## src/rtl/prirv32_lsu.sv

```systemverilog
// rtl/prirv32_lsu.sv - RV32I load/store unit with single-outstanding byte-lane data bus
//
// Purpose:
//   Takes one load/store per handshake from execute and checks alignment and
//   funct3. Legal operations are issued on a request/acknowledge bus with byte
//   strobes. One response pulse goes to writeback, carrying the extended load
//   data or an exception code.
//
// Ports:
//   clk_i, rst_i         clock; asynchronous active-high reset
//   lsu_valid_i/ready_o  operation handshake (ready only while idle)
//   lsu_we_i, funct3_i   store/load select and RV32I width/sign encoding
//   lsu_addr_i, wdata_i  effective byte address and store data
//   lsu_rd_i             destination register for loads
//   mem_req_o .. wdata_o data bus request (held stable until ack)
//   mem_ack_i, err_i     bus completion and error (error qualified by ack)
//   mem_rdata_i          read word, valid with ack
//   rsp_*                one-cycle response; fields hold until the next response
//                        exc: 00 none, 01 misaligned/illegal, 10 bus error, 11 timeout

module prirv32_lsu #(
  parameter int unsigned TIMEOUT_CYCLES = 255
) (
  input  logic        clk_i,
  input  logic        rst_i,
  input  logic        lsu_valid_i,
  output logic        lsu_ready_o,
  input  logic        lsu_we_i,
  input  logic [2:0]  lsu_funct3_i,
  input  logic [31:0] lsu_addr_i,
  input  logic [31:0] lsu_wdata_i,
  input  logic [4:0]  lsu_rd_i,
  output logic        mem_req_o,
  output logic        mem_we_o,
  output logic [31:0] mem_addr_o,
  output logic [3:0]  mem_wstrb_o,
  output logic [31:0] mem_wdata_o,
  input  logic        mem_ack_i,
  input  logic        mem_err_i,
  input  logic [31:0] mem_rdata_i,
  output logic        rsp_valid_o,
  output logic        rsp_wen_o,
  output logic [4:0]  rsp_rd_o,
  output logic [31:0] rsp_data_o,
  output logic [1:0]  rsp_exc_o,
  output logic [31:0] rsp_badaddr_o
);

  typedef enum logic [1:0] {
    S_IDLE = 2'd0,
    S_BUS  = 2'd1,
    S_RESP = 2'd2
  } state_t;

  localparam logic [31:0] TIMEOUT_LIMIT = 32'(TIMEOUT_CYCLES);

  state_t      state_q, state_d;
  logic [31:0] cnt_q;
  logic        we_q;
  logic [2:0]  funct3_q;
  logic [31:0] addr_q;
  logic [4:0]  rd_q;

  logic        misaligned, illegal, op_bad;
  logic [31:0] st_wdata;
  logic [3:0]  st_wstrb;
  logic [7:0]  ld_byte;
  logic [15:0] ld_half;
  logic [31:0] ld_data;
  logic [31:0] cnt_inc;
  logic        timeout_hit;

  // Decode of the operation presented by execute.
  always_comb begin
    misaligned = ((lsu_funct3_i[1:0] == 2'b01) && lsu_addr_i[0]) ||
                 ((lsu_funct3_i[1:0] == 2'b10) && (lsu_addr_i[1:0] != 2'b00));
    if (lsu_we_i)
      illegal = lsu_funct3_i[2] || (lsu_funct3_i[1:0] == 2'b11);
    else
      illegal = (lsu_funct3_i == 3'b011) || (lsu_funct3_i[2:1] == 2'b11);
    op_bad = misaligned || illegal;
  end

  // Store data is replicated across lanes so the bus slave only looks at strobes.
  always_comb begin
    st_wdata = lsu_wdata_i;
    st_wstrb = 4'b1111;
    case (lsu_funct3_i[1:0])
      2'b00: begin
        st_wdata = {4{lsu_wdata_i[7:0]}};
        st_wstrb = 4'b0001 << lsu_addr_i[1:0];
      end
      2'b01: begin
        st_wdata = {2{lsu_wdata_i[15:0]}};
        st_wstrb = lsu_addr_i[1] ? 4'b1100 : 4'b0011;
      end
      default: begin
        st_wdata = lsu_wdata_i;
        st_wstrb = 4'b1111;
      end
    endcase
    if (!lsu_we_i)
      st_wstrb = 4'b0000;
  end

  // Load lane extraction from the returning bus word.
  always_comb begin
    case (addr_q[1:0])
      2'b00:   ld_byte = mem_rdata_i[7:0];
      2'b01:   ld_byte = mem_rdata_i[15:8];
      2'b10:   ld_byte = mem_rdata_i[23:16];
      default: ld_byte = mem_rdata_i[31:24];
    endcase
    ld_half = addr_q[1] ? mem_rdata_i[31:16] : mem_rdata_i[15:0];
    case (funct3_q)
      3'b000:  ld_data = {{24{ld_byte[7]}}, ld_byte};
      3'b001:  ld_data = {{16{ld_half[15]}}, ld_half};
      3'b100:  ld_data = {24'd0, ld_byte};
      3'b101:  ld_data = {16'd0, ld_half};
      default: ld_data = mem_rdata_i;
    endcase
  end

  // Timeout fires on the edge where the BUS cycle count would reach the limit.
  assign cnt_inc     = cnt_q + 32'd1;
  assign timeout_hit = (TIMEOUT_LIMIT != 32'd0) && (cnt_inc == TIMEOUT_LIMIT);

  always_ff @(posedge clk_i or posedge rst_i) begin
    if (rst_i)
      state_q <= S_IDLE;
    else
      state_q <= state_d;
  end

  always_comb begin
    state_d     = state_q;
    lsu_ready_o = 1'b0;
    mem_req_o   = 1'b0;
    rsp_valid_o = 1'b0;
    case (state_q)
      S_IDLE: begin
        lsu_ready_o = !rst_i;
        if (lsu_valid_i)
          state_d = op_bad ? S_RESP : S_BUS;
      end
      S_BUS: begin
        mem_req_o = 1'b1;
        if (mem_ack_i || timeout_hit)
          state_d = S_RESP;
      end
      S_RESP: begin
        rsp_valid_o = 1'b1;
        state_d     = S_IDLE;
      end
      default: state_d = S_IDLE;
    endcase
  end

  always_ff @(posedge clk_i or posedge rst_i) begin
    if (rst_i) begin
      cnt_q         <= 32'd0;
      we_q          <= 1'b0;
      funct3_q      <= 3'd0;
      addr_q        <= 32'd0;
      rd_q          <= 5'd0;
      mem_we_o      <= 1'b0;
      mem_addr_o    <= 32'd0;
      mem_wstrb_o   <= 4'd0;
      mem_wdata_o   <= 32'd0;
      rsp_wen_o     <= 1'b0;
      rsp_rd_o      <= 5'd0;
      rsp_data_o    <= 32'd0;
      rsp_exc_o     <= 2'b00;
      rsp_badaddr_o <= 32'd0;
    end else begin
      case (state_q)
        S_IDLE: begin
          cnt_q <= 32'd0;
          if (lsu_valid_i) begin
            we_q        <= lsu_we_i;
            funct3_q    <= lsu_funct3_i;
            addr_q      <= lsu_addr_i;
            rd_q        <= lsu_rd_i;
            mem_we_o    <= lsu_we_i;
            mem_addr_o  <= {lsu_addr_i[31:2], 2'b00};
            mem_wstrb_o <= st_wstrb;
            mem_wdata_o <= st_wdata;
            if (op_bad) begin
              rsp_wen_o     <= 1'b0;
              rsp_rd_o      <= lsu_rd_i;
              rsp_data_o    <= 32'd0;
              rsp_exc_o     <= 2'b01;
              rsp_badaddr_o <= lsu_addr_i;
            end
          end
        end
        S_BUS: begin
          cnt_q <= cnt_inc;
          if (mem_ack_i) begin
            rsp_rd_o <= rd_q;
            if (mem_err_i) begin
              rsp_wen_o     <= 1'b0;
              rsp_data_o    <= 32'd0;
              rsp_exc_o     <= 2'b10;
              rsp_badaddr_o <= addr_q;
            end else begin
              rsp_wen_o     <= !we_q && (rd_q != 5'd0);
              rsp_data_o    <= we_q ? 32'd0 : ld_data;
              rsp_exc_o     <= 2'b00;
              rsp_badaddr_o <= 32'd0;
            end
          end else if (timeout_hit) begin
            rsp_rd_o      <= rd_q;
            rsp_wen_o     <= 1'b0;
            rsp_data_o    <= 32'd0;
            rsp_exc_o     <= 2'b11;
            rsp_badaddr_o <= addr_q;
          end
        end
        default: cnt_q <= 32'd0;
      endcase
    end
  end

endmodule

```

## config.mk

```make
export PLATFORM = sky130hd
export DESIGN_NAME = prirv32_lsu
export DESIGN_NICKNAME = d
export VERILOG_FILES = /design/src/rtl/prirv32_lsu.sv
export SDC_FILE = /design/constraint.sdc
export NUM_CORES = 1
export LEC_CHECK = 0
export BUFFER_PORTS_ARGS = -buffer_cell sky130_fd_sc_hd__buf_2
export CAP_MARGIN = 20
export CORE_UTILIZATION = 48
export CTS_CLUSTER_DIAMETER = 60
export DETAILED_ROUTE_END_ITERATION = 10
export GPL_TIMING_DRIVEN = 0
export HOLD_SLACK_MARGIN = 0.06
export PLACE_DENSITY = 0.77
export SYNTH_ARGS = -nofsm -noshare
export SYNTH_HDL_FRONTEND = slang
export SYNTH_SLANG_ARGS = --single-unit
```

## constraint.sdc

```tcl
create_clock -name clk_i -period 5.1 [get_ports clk_i]
set_input_delay 0.255 -clock clk_i [delete_from_list [all_inputs] [get_ports clk_i]]
set_output_delay 0.255 -clock clk_i [all_outputs]
set_load 0.1 [all_outputs]
```

# [After elaboration in Yosys (flattened, before gate mapping)]
# Index checks and enable logic that the tools add are counted.
# Widths: inputs -> output; s select.
[totals] in_bits=110 ff_bits=213 out_inout_bits=144
[op_classes] shifts=1 n_addsub=1 n_mux=46 n_eq_ne=17 reduce_logical=20
[op_table] operator="$mux 32" count=12
[op_table] operator="$pmux 32 s2" count=3
[op_table] operator="$pmux 32 s4" count=1
[op_table] operator="$add 32x1->32 const B" count=1
[op_table] operator="$eq 32x8->1 const B" count=1
[op_table] operator="$pmux 8 s3" count=1
[op_table] operator="$mux 5" count=4
[op_table] operator="$mux 16" count=1
[op_table] operator="$mux 2" count=8
[op_table] operator="$eq 2x2->1 const B" count=5
[op_table] operator="$pmux 5 s2" count=1
[op_table] operator="$mux 1" count=9
[op_table] operator="$mux 4" count=2
[op_table] operator="$pmux 2 s2" count=2
[op_table] operator="$pmux 4 s2" count=1
[op_table] operator="$eq 2x1->1 const B" count=3
[op_table] operator="$eq 3x3->1 const B" count=2
[op_table] operator="$logic_not 2->1" count=3
[op_table] operator="$ne 2x2->1 const B" count=3
[op_table] operator="$logic_or 1x1->1" count=5
[op_table] operator="$reduce_bool 5->1" count=1
[op_table] operator="$reduce_and 2->1" count=2
[op_table] operator="$reduce_and 4->1" count=1
[op_table] operator="$reduce_bool 2->1" count=2
[op_table] operator="8 further kinds" count=11

# [Longest topological paths before layout]
# Gate-level depths: netlist of run 1.
[logic_depth] depth_word=7 ltp_mapped=10 depth_no_buf=9

# [Worst setup path after synthesis of run 1]
# Ideal clock, no wire load.
[synth_timing] kind="register to register" from="register cnt_q[26]" to="register rsp_badaddr_o[0]" synth_period_minus_slack_ps=3274 arrival_ps=3146 setup_slack_ps=1826 stages_incl_launch_ff=11 setup_ps=128 required_ps=4972 cell_sequence="dfrtp_1 -> clkbuf_1 -> nand4_1 -> or4b_2 -> nor4_1 -> xnor2_1 -> o2111ai_1 -> or4_4 -> a21oi_4 -> buf_4 -> mux2_1"
[synth_via] elab_chain_cells=4
[synth_lines] element="start: declaration" line="58" text="logic [31:0] cnt_q;"
[synth_lines] element="start signal: assignment" line="198" text="cnt_q <= cnt_inc;"
[synth_lines] element="$add 32x1->32" line="125" text="assign cnt_inc = cnt_q + 32'd1;"
[synth_lines] element="$eq 32x8->1" line="126" text="assign timeout_hit = (TIMEOUT_LIMIT != 32'd0) && (cnt_inc == TIMEOUT_LIMIT);"
[synth_lines] element="$ne 3x3->1 (no line)"
[synth_lines] element="$reduce_and 4->1 (no line)"
[synth_lines] element="end signal: assignment" line="193" text="rsp_badaddr_o <= lsu_addr_i;"
[synth_lines] element="end signal: assignment" line="205" text="rsp_badaddr_o <= addr_q;"
[synth_lines] element="end signal: assignment" line="217" text="rsp_badaddr_o <= addr_q;"
[synth_lines] element="end: declaration" line="46" text="output logic [31:0] rsp_badaddr_o"
# No other way between the ends.
# A chain may end at the register's enable or synchronous reset.

# [Final worst setup path of run 1]
[layout_timing] from="register cnt_q[24]" to="register rsp_badaddr_o[0]"
# The elaborated chain is that of the path after synthesis.

==> summary.txt, run 1 <==
Route
  – Initial DRT Pass Iterations: 5
  – Total Wirelength: 27,200 um
  – Via-to-Cell Ratio: 5.43
  – DRC: 0
  – Initial DRC Count: 491
  – Drt wl/cell: 17.4 um
  – Via count: approximately 8,500
  – DRT antenna net count: 0

Logic synthesis
  – Post-synthesis adder-cell area fraction: less than 1%
  – Number of synthesized flops with an enable pin: 0
  – Synth Area in Simple Gates: a little under a fifth
  – Mapped cell area: 9240 um2
  – Average size of a mapped cell: 9.24 um2
  – Xor-xnor portion of the synthesized cell area: 2.84%
  – Seq cells post-synth: 183
  – Synth top area cells: dfrtp_1, nand2_1, o21ai_0, mux2i_1, a22o_1
  – Synth top area share: 49.6%
  – Warnings, synthesis: 0
  – Sequential-to-total area share from yosys stat: about half
  – Commonest cells in the netlist: nand2_1, dfrtp_1, o21ai_0, nor2_1, clkbuf_1
  – Largest family of logic cells by synthesized area: simple AND/OR/NAND/NOR gates
  – Top-count cell post-synth: nand2_1
  – Compound-gate portion of the synthesized area: 13.7%
  – Synth area leader: dfrtp_1
  – Yosys cell types: between 60 and 70
  – Post-Syn Instances: roughly 1,000
  – Ys flop type: dfrtp_1
  – Asr flop ratio synth: 100%
  – Mux cell area share after synthesis: 8.15%

Timing
  – Least-Margin Pin Slew: 1.09 ns
  – Final hold viol count: 0
  – RSZ-0062 raised after global routing: false
  – Setup TNS: 0 ns
  – Layout Skew: 0.0180 ns
  – Slew HR: between 20% and 30%
  – Period utilization: approximately 75%
  – Crit path time final: 3.85 ns
  – Max Slew Vio Count: 0
  – Final WS setup: 1.25 ns
  – Highest clock rate: 260 MHz
  – Setup-failing EPs final: 0

Setup path
  – Crit-path cells: clkbuf_1, and2_1, or4b_2, nor4_1, xnor2_1, o2111ai_1, or4_4, a21oi_4, buf_4, mux2_1
  – Critical path's top delay family: simple AND/OR/NAND/NOR gates
  – WP depth: 10
  – R2R depth: 10
  – Startpoint Class: flip-flop
  – Arr. time, crit path: roughly 4.2 ns
  – Buf/Inv on CP: 2
  – Slowest cell delay on critical path: 0.60 ns
  – Max stage delay cell, worst path: or4b_2
  – Setup CP Type: flip-flop to flip-flop
  – Crit end category: flip-flop
  – Largest fanout on the critical path: 10
  – Worst endpoint required time: around 5.4 ns

Global route
  – GRT Total Usage: 27.9%
  – Pin count of the biggest net entering global routing: 44
  – GRT met2 Usage: 45.5%
  – Number of global-route vias before repair: between 8,000 and 9,000
  – Initial antenna violation count: 1
  – GR Util met3: 6.83%
  – Met1 Use GR: approximately 36%
  – Grt ovf: 0
  – GR peak layer: met2
  – Global-route wire length before repair: 43,100 um

Min path
  – Hold WC Path Type: input pin to flip-flop
  – Worst hold stages: 3

Floorplanning
  – Starting Density: between 40% and 50%
  – Die H: approximately 140 um
  – Die width: 141 um
  – Core box area: 18,800 um2
  – Core Rows: 50
  – Die area: 19,800 um2
  – # IOs: 254

Placement
  – HPWL Detailed: between 15,000 and 20,000 um
  – I/O Buffers: 249
  – Routability cong.: 0.916
  – Dpl ws: approximately 1.3 ns

Power and ir drop
  – Pwr/cell area: 585 nW/um2
  – Maximum VDD drop: 0.476 mV
  – Leakage: 5.73 nW

Job
  – MaxCap Viol Count: 0

CTS
  – CTS tree: built
  – Worst-skew pair later-pin latency: 0.44 ns
  – H-tree levels: 4
  – Clk root buf: clkbuf_16
  – Post-CTS setup buffers: 0
  – Clock sink count: 183
  – Num CTS Buffers: 17
  – Clock slew seen by the registers of the worst setup and hold paths: around 0.080 ns
  – CTS resizes: 0
  – CTS max path bufs: 2

Status
  – Status: complete, no violations

Final layout
  – Area Growth Syn to Fin: 28.3%
  – Layout net count: 1,424
  – Fillers: 1,573
  – Share of cells above drive strength 1: 26.9%
  – Ant diodes: 0
[power by group]
| group | total, mW | internal (mW) | switching [mW] |
|---|---|---|---|
| clock | 1.33 | 0.665 | 0.670 |
| combinational | 3.62 | 0.638 | 2.98 |
| sequential | 1.98 | 1.78 | 0.207 |
[path summary, 6_finish.rpt]
| path | from | end | slack (ns) |
|---|---|---|---|
| worst max-delay path | cnt_q[24] | rsp_badaddr_o[0] | 1.25 |
| worst min-delay path | lsu_wdata_i[3] | mem_wdata_o[3] | 0.07 |
| worst max register to register | cnt_q[24] | rsp_badaddr_o[0] | 1.25 |
| worst min register to register | mem_wdata_o[3] | mem_wdata_o[3] | 0.48 |
| max in group asynchronous | rst_i | rd_q[1] | 3.63 |
| min in group asynchronous | rst_i | addr_q[19] | 0.56 |
[cell families (layout without fill, tap and decap cells)]
| group | Yosys count | after routing |
|---|---|---|
| xor+xnor | 30 | 30 |
| buf+inv | 140 | 464 |
| flops | 183 | 183 |
| fa+ha+maj | 2 | 2 |
| mux | 69 | 69 |
| other cells | 1 | 2 |
| compound gates | 201 | 201 |
| simple gates | 374 | 374 |
[flip-flops by register name (all words and copies together), names as in the netlist]
register / flops
rsp_badaddr_o: 32
funct3_q: 3
cnt_q: 32
rsp_data_o: 32
rsp_exc_o: 2
addr_q: 32
rsp_rd_o: 5
mem_wstrb_o: 4
state_q: 2
rsp_wen_o: 1
we_q: 1
mem_wdata_o: 32
rd_q: 5
[routing by layer]
metal | routed length (um) | up-vias | share of wire (%)
met1 | 11300 | 4049 | 42
met4 | 796 | 2 | 2.9
li1 | - | 4004 | -
met5 | 13 | - | 0.048
met2 | 12900 | 354 | 48
met3 | 2130 | 61 | 7.9
[cell type report]
class | count | area, um2 | share of cell area (%)
sequential | 183 | 4580 | 38.6
multi-input combinational | 678 | 3990 | 33.6
timing repair buffer | 292 | 1720 | 14.5
buffer | 94 | 502 | 4.23
clock buffer | 17 | 425 | 3.59
tap | 234 | 293 | 2.47
inverter | 46 | 176 | 1.49
clock inverter | 15 | 174 | 1.47
[cells in the final DEF, fill, tap and decap left out, types with 5 or more instances in the layout]
cell / instances
dfrtp_1: 183
nor3_1: 23
dlygate4sd3_1: 39
a2bb2oi_1: 5
o22ai_1: 8
xnor2_1: 19
inv_6: 5
nand3_1: 13
o21ai_0: 90
buf_4: 33
xor2_1: 11
clkbuf_1: 51
clkbuf_16: 17
a22o_1: 30
mux2_1: 21
nand2b_1: 6
buf_2: 251
mux2i_1: 28
a21oi_1: 28
nand4_1: 11
and3_1: 5
inv_1: 45
a21boi_0: 7
nor2_1: 58
mux2_2: 19
nand2_1: 225
o221ai_1: 8
buf_1: 5
a31oi_1: 11
[stage by stage]
stage | instance area, um2 | instances | util [%] | hold WS [ns] | total power, mW
6_report | 11900 | 1559 | 63.2 | 0.0738 | 6.94
5_1_grt | 11900 | 1559 | 63.2 | 0.0671 | 7.18
4_1_cts | 11900 | 1559 | 63.2 | 0.0613 | 6.95
3_5_place_dp | 10900 | 1488 | 57.9 | 0.457 | 5.59
3_3_place_gp | 10800 | 1484 | 57.5 | 0.454 | 5.55
2_1_floorplan | 9250 | 1001 | - | 0.360 | 4.95
[what timing repair did]
action / 4_1_cts / 5_1_grt
endpoints found under the hold margin: 72 / 0
endpoints found under the setup margin: 0 / 0
hold buffers: 39 / 0
[worst reg2reg max path, stage by stage (launching register included)]
cell       delay, ns
dfrtp_1         0.32
clkbuf_1        0.35
and2_1          0.21
or4b_2          0.60
nor4_1          0.30
xnor2_1         0.20
o2111ai_1       0.23
or4_4           0.60
a21oi_4         0.34
buf_4           0.25
mux2_1          0.33
Note: power is estimated with default switching activity, not from simulation.
==> inputs of run 2 (changes only) <==
==> constraint.sdc (replaced) <==
create_clock -name clk_i -period 3.4 [get_ports clk_i]
set_input_delay 0.17 -clock clk_i [delete_from_list [all_inputs] [get_ports clk_i]]
set_output_delay 0.17 -clock clk_i [all_outputs]
set_load 0.1 [all_outputs]
==> summary.txt, run 2 (synthesis results as in run 1) <==
Setup path
  – Setup CP Type: flip-flop to flip-flop
  – Startpoint Class: flip-flop
  – Worst endpoint required time: 3.73 ns (-1.68 ns)
  – Crit end category: flip-flop
  – Arr. time, crit path: 3.77 ns (-0.39 ns)
  – Largest fanout on the critical path: 8 (-2)

Timing
  – Period utilization: 101% (+26 points)
  – Final hold viol count: 0 (unchanged)
  – Setup-failing EPs final: 31 (+31)
  – RSZ-0062 raised after global routing: true
  – Highest clock rate: 290 MHz (+12%)
  – Least-Margin Pin Slew: 1.13 ns (+0.0443 ns)
  – Final WS setup: -0.0474 ns (-1.30 ns)
  – Max Slew Vio Count: 0 (unchanged)
  – Crit path time final: 3.45 ns (-0.400 ns)
  – Worst hold slack: 0.0641 ns (-0.00974 ns)
  – Layout Skew: 0.0197 ns (+0.00164 ns)
  – Slew HR: 24.3% (-3.0 points)

Placement
  – Placed instance area: 10,900 um2 (unchanged)
  – Routability cong.: 0.916 (unchanged)
  – I/O Buffers: 249 (unchanged)
  – HPWL Detailed: 19,800 um (unchanged)

Min path
  – Hold WC Path Type: input pin to flip-flop

Route
  – Via-to-Cell Ratio: 5.58 (+2.8%)
  – Total Wirelength: 30,300 um (+11%)
  – DRC: 0 (unchanged)
  – Drt wl/cell: 18.5 um (+6.4%)
  – Initial DRT Pass Iterations: 7 (+2)
  – DRT antenna net count: 0 (unchanged)
  – Via count: 9,120 (+7.7%)
  – Initial DRC Count: 702 (+43%)

Final layout
  – Layout net count: 1,497 (+5.1%)
  – Commonest cells after routing, fill and taps aside: buf_2, nand2_1, dfrtp_1, dlygate4sd3_1, o21ai_0
  – Area of the multi-input gates: 4230 um2 (+6.2%)
  – Leading cell type in the layout, fill and taps excluded: buf_2
  – Fin area: 12,900 um2 (+9.1%)
  – Share of cells above drive strength 1: 31.3% (+4.4 points)
  – Area Growth Syn to Fin: 39.9%
  – Fillers: 1,413 (-10%)
  – Seq. cell area: 4600 um2 (+0.44%)

Global route
  – Pin count of the biggest net entering global routing: 44 (unchanged)
  – Number of global-route vias before repair: 8,815 (+5.7%)
  – Initial antenna violation count: 2 (+1)
  – GRT Total Usage: 29.5% (+1.6 points)
  – Global-route wire length before repair: 45,600 um (+5.8%)
  – Grt ovf: 0 (unchanged)

Power and ir drop
  – Pwr/cell area: 831 nW/um2 (+42%)
  – Maximum VDD drop: 0.834 mV (+75%)
  – Leakage: 6.28 nW (+9.5%)

CTS
  – Worst-skew pair later-pin latency: 0.44 ns (about the same)
  – Clock slew seen by the registers of the worst setup and hold paths: 0.08 ns (about the same)
  – Clk root buf: clkbuf_16
  – CTS max path bufs: 2 (unchanged)
  – Clock sink count: 183 (unchanged)
  – H-tree levels: 4 (unchanged)
  – CTS tree: built
  – Num CTS Buffers: 17 (unchanged)

Floorplanning
  – Die area: 19,800 um2 (unchanged)
  – Core box area: 18,800 um2 (unchanged)
  – Starting Density: 49.2% (unchanged)
  – # IOs: 254 (unchanged)
  – Core Rows: 50 (unchanged)
  – Die H: 141 um (unchanged)
  – Die width: 141 um (unchanged)

Status
  – Failing checks: setup timing
  – Status: finished with violations

Job
  – MaxCap Viol Count: 0 (unchanged)
[run 2: area by class of cell]
type | instances | share of cell area [%]
flip-flops and latches | 183 | 35.6
multi-input cells | 678 | 32.8
repair buffers | 371 | 19.4
plain buffers | 88 | 4.00
clock buffers | 17 | 3.29
well taps | 234 | 2.26
inverters | 46 | 1.36
clock inverters | 15 | 1.35
diodes | 1 | 0.0194
[run 2: final timing paths]
| check | startpoint | end | slack [ns] | cells past startpoint |
|---|---|---|---|---|
| setup / recovery | cnt_q[20] | rsp_badaddr_o[21] | -0.05 | 10 |
| hold reg to reg | mem_wstrb_o[0] | mem_wstrb_o[0] | 0.48 | 2 |
| setup reg to reg | cnt_q[20] | rsp_badaddr_o[21] | -0.05 | 10 |
| min in group asynchronous | rst_i | addr_q[19] | 0.46 | 3 |
| max in group asynchronous | rst_i | cnt_q[4] | 2.01 | 5 |
| hold / removal | lsu_wdata_i[12] | mem_wdata_o[12] | 0.06 | 3 |
[run 2: repair_timing]
item,CTS,global route
gates cloned,0,3
hold buffers,90,0
gates resized for setup,16,71
pin swaps,7,9
endpoints found under the setup margin,71,63
endpoints found under the hold margin,123,0
buffers inserted,16,9
[run 2: per-stage QoR]
step | instances | setup slack, ns | setup TNS (ns) | power (mW) | utilization, %
2_1_floorplan | 1001 | 0.126 | 0 | 7.42 | -
3_3_place_gp | 1484 | -0.411 | -74.85 | 8.32 | 57.5
3_5_place_dp | 1488 | -0.435 | -24.43 | 8.39 | 57.9
4_1_cts | 1621 | 0.00508 | 0 | 10.5 | 66.8
5_1_grt | 1633 | -0.126 | -4.03 | 11.1 | 68.9
6_report | 1633 | -0.0474 | -0.857 | 10.7 | 68.9
[run 2: critical path, cell delays in order, from the launching register on]
cell	delay (ns)
dfrtp_2	0.45
nand2_1	0.17
or4_4	0.56
nor4_4	0.36
xnor2_2	0.18
o2111ai_2	0.18
or4_4	0.59
a21oi_4	0.21
buf_12	0.17
clkbuf_16	0.16
mux2_4	0.30
[run 2: power by group]
part | switching [mW] | internal (mW)
sequential | 0.337 | 2.67
combinational | 4.56 | 1.17
clock | 1.02 | 0.998
total | 5.91 | 4.84
[run 2: routing by layer]
metal  vias to the layer above  routed length [um]  global-route usage, %
met5                         -                  17                      0
met4                         2                1140                   14.2
met3                        89                2440                   7.30
met2                       482               14700                   48.8
met1                      4413               12000                   36.3
li1                       4134                   -                      -
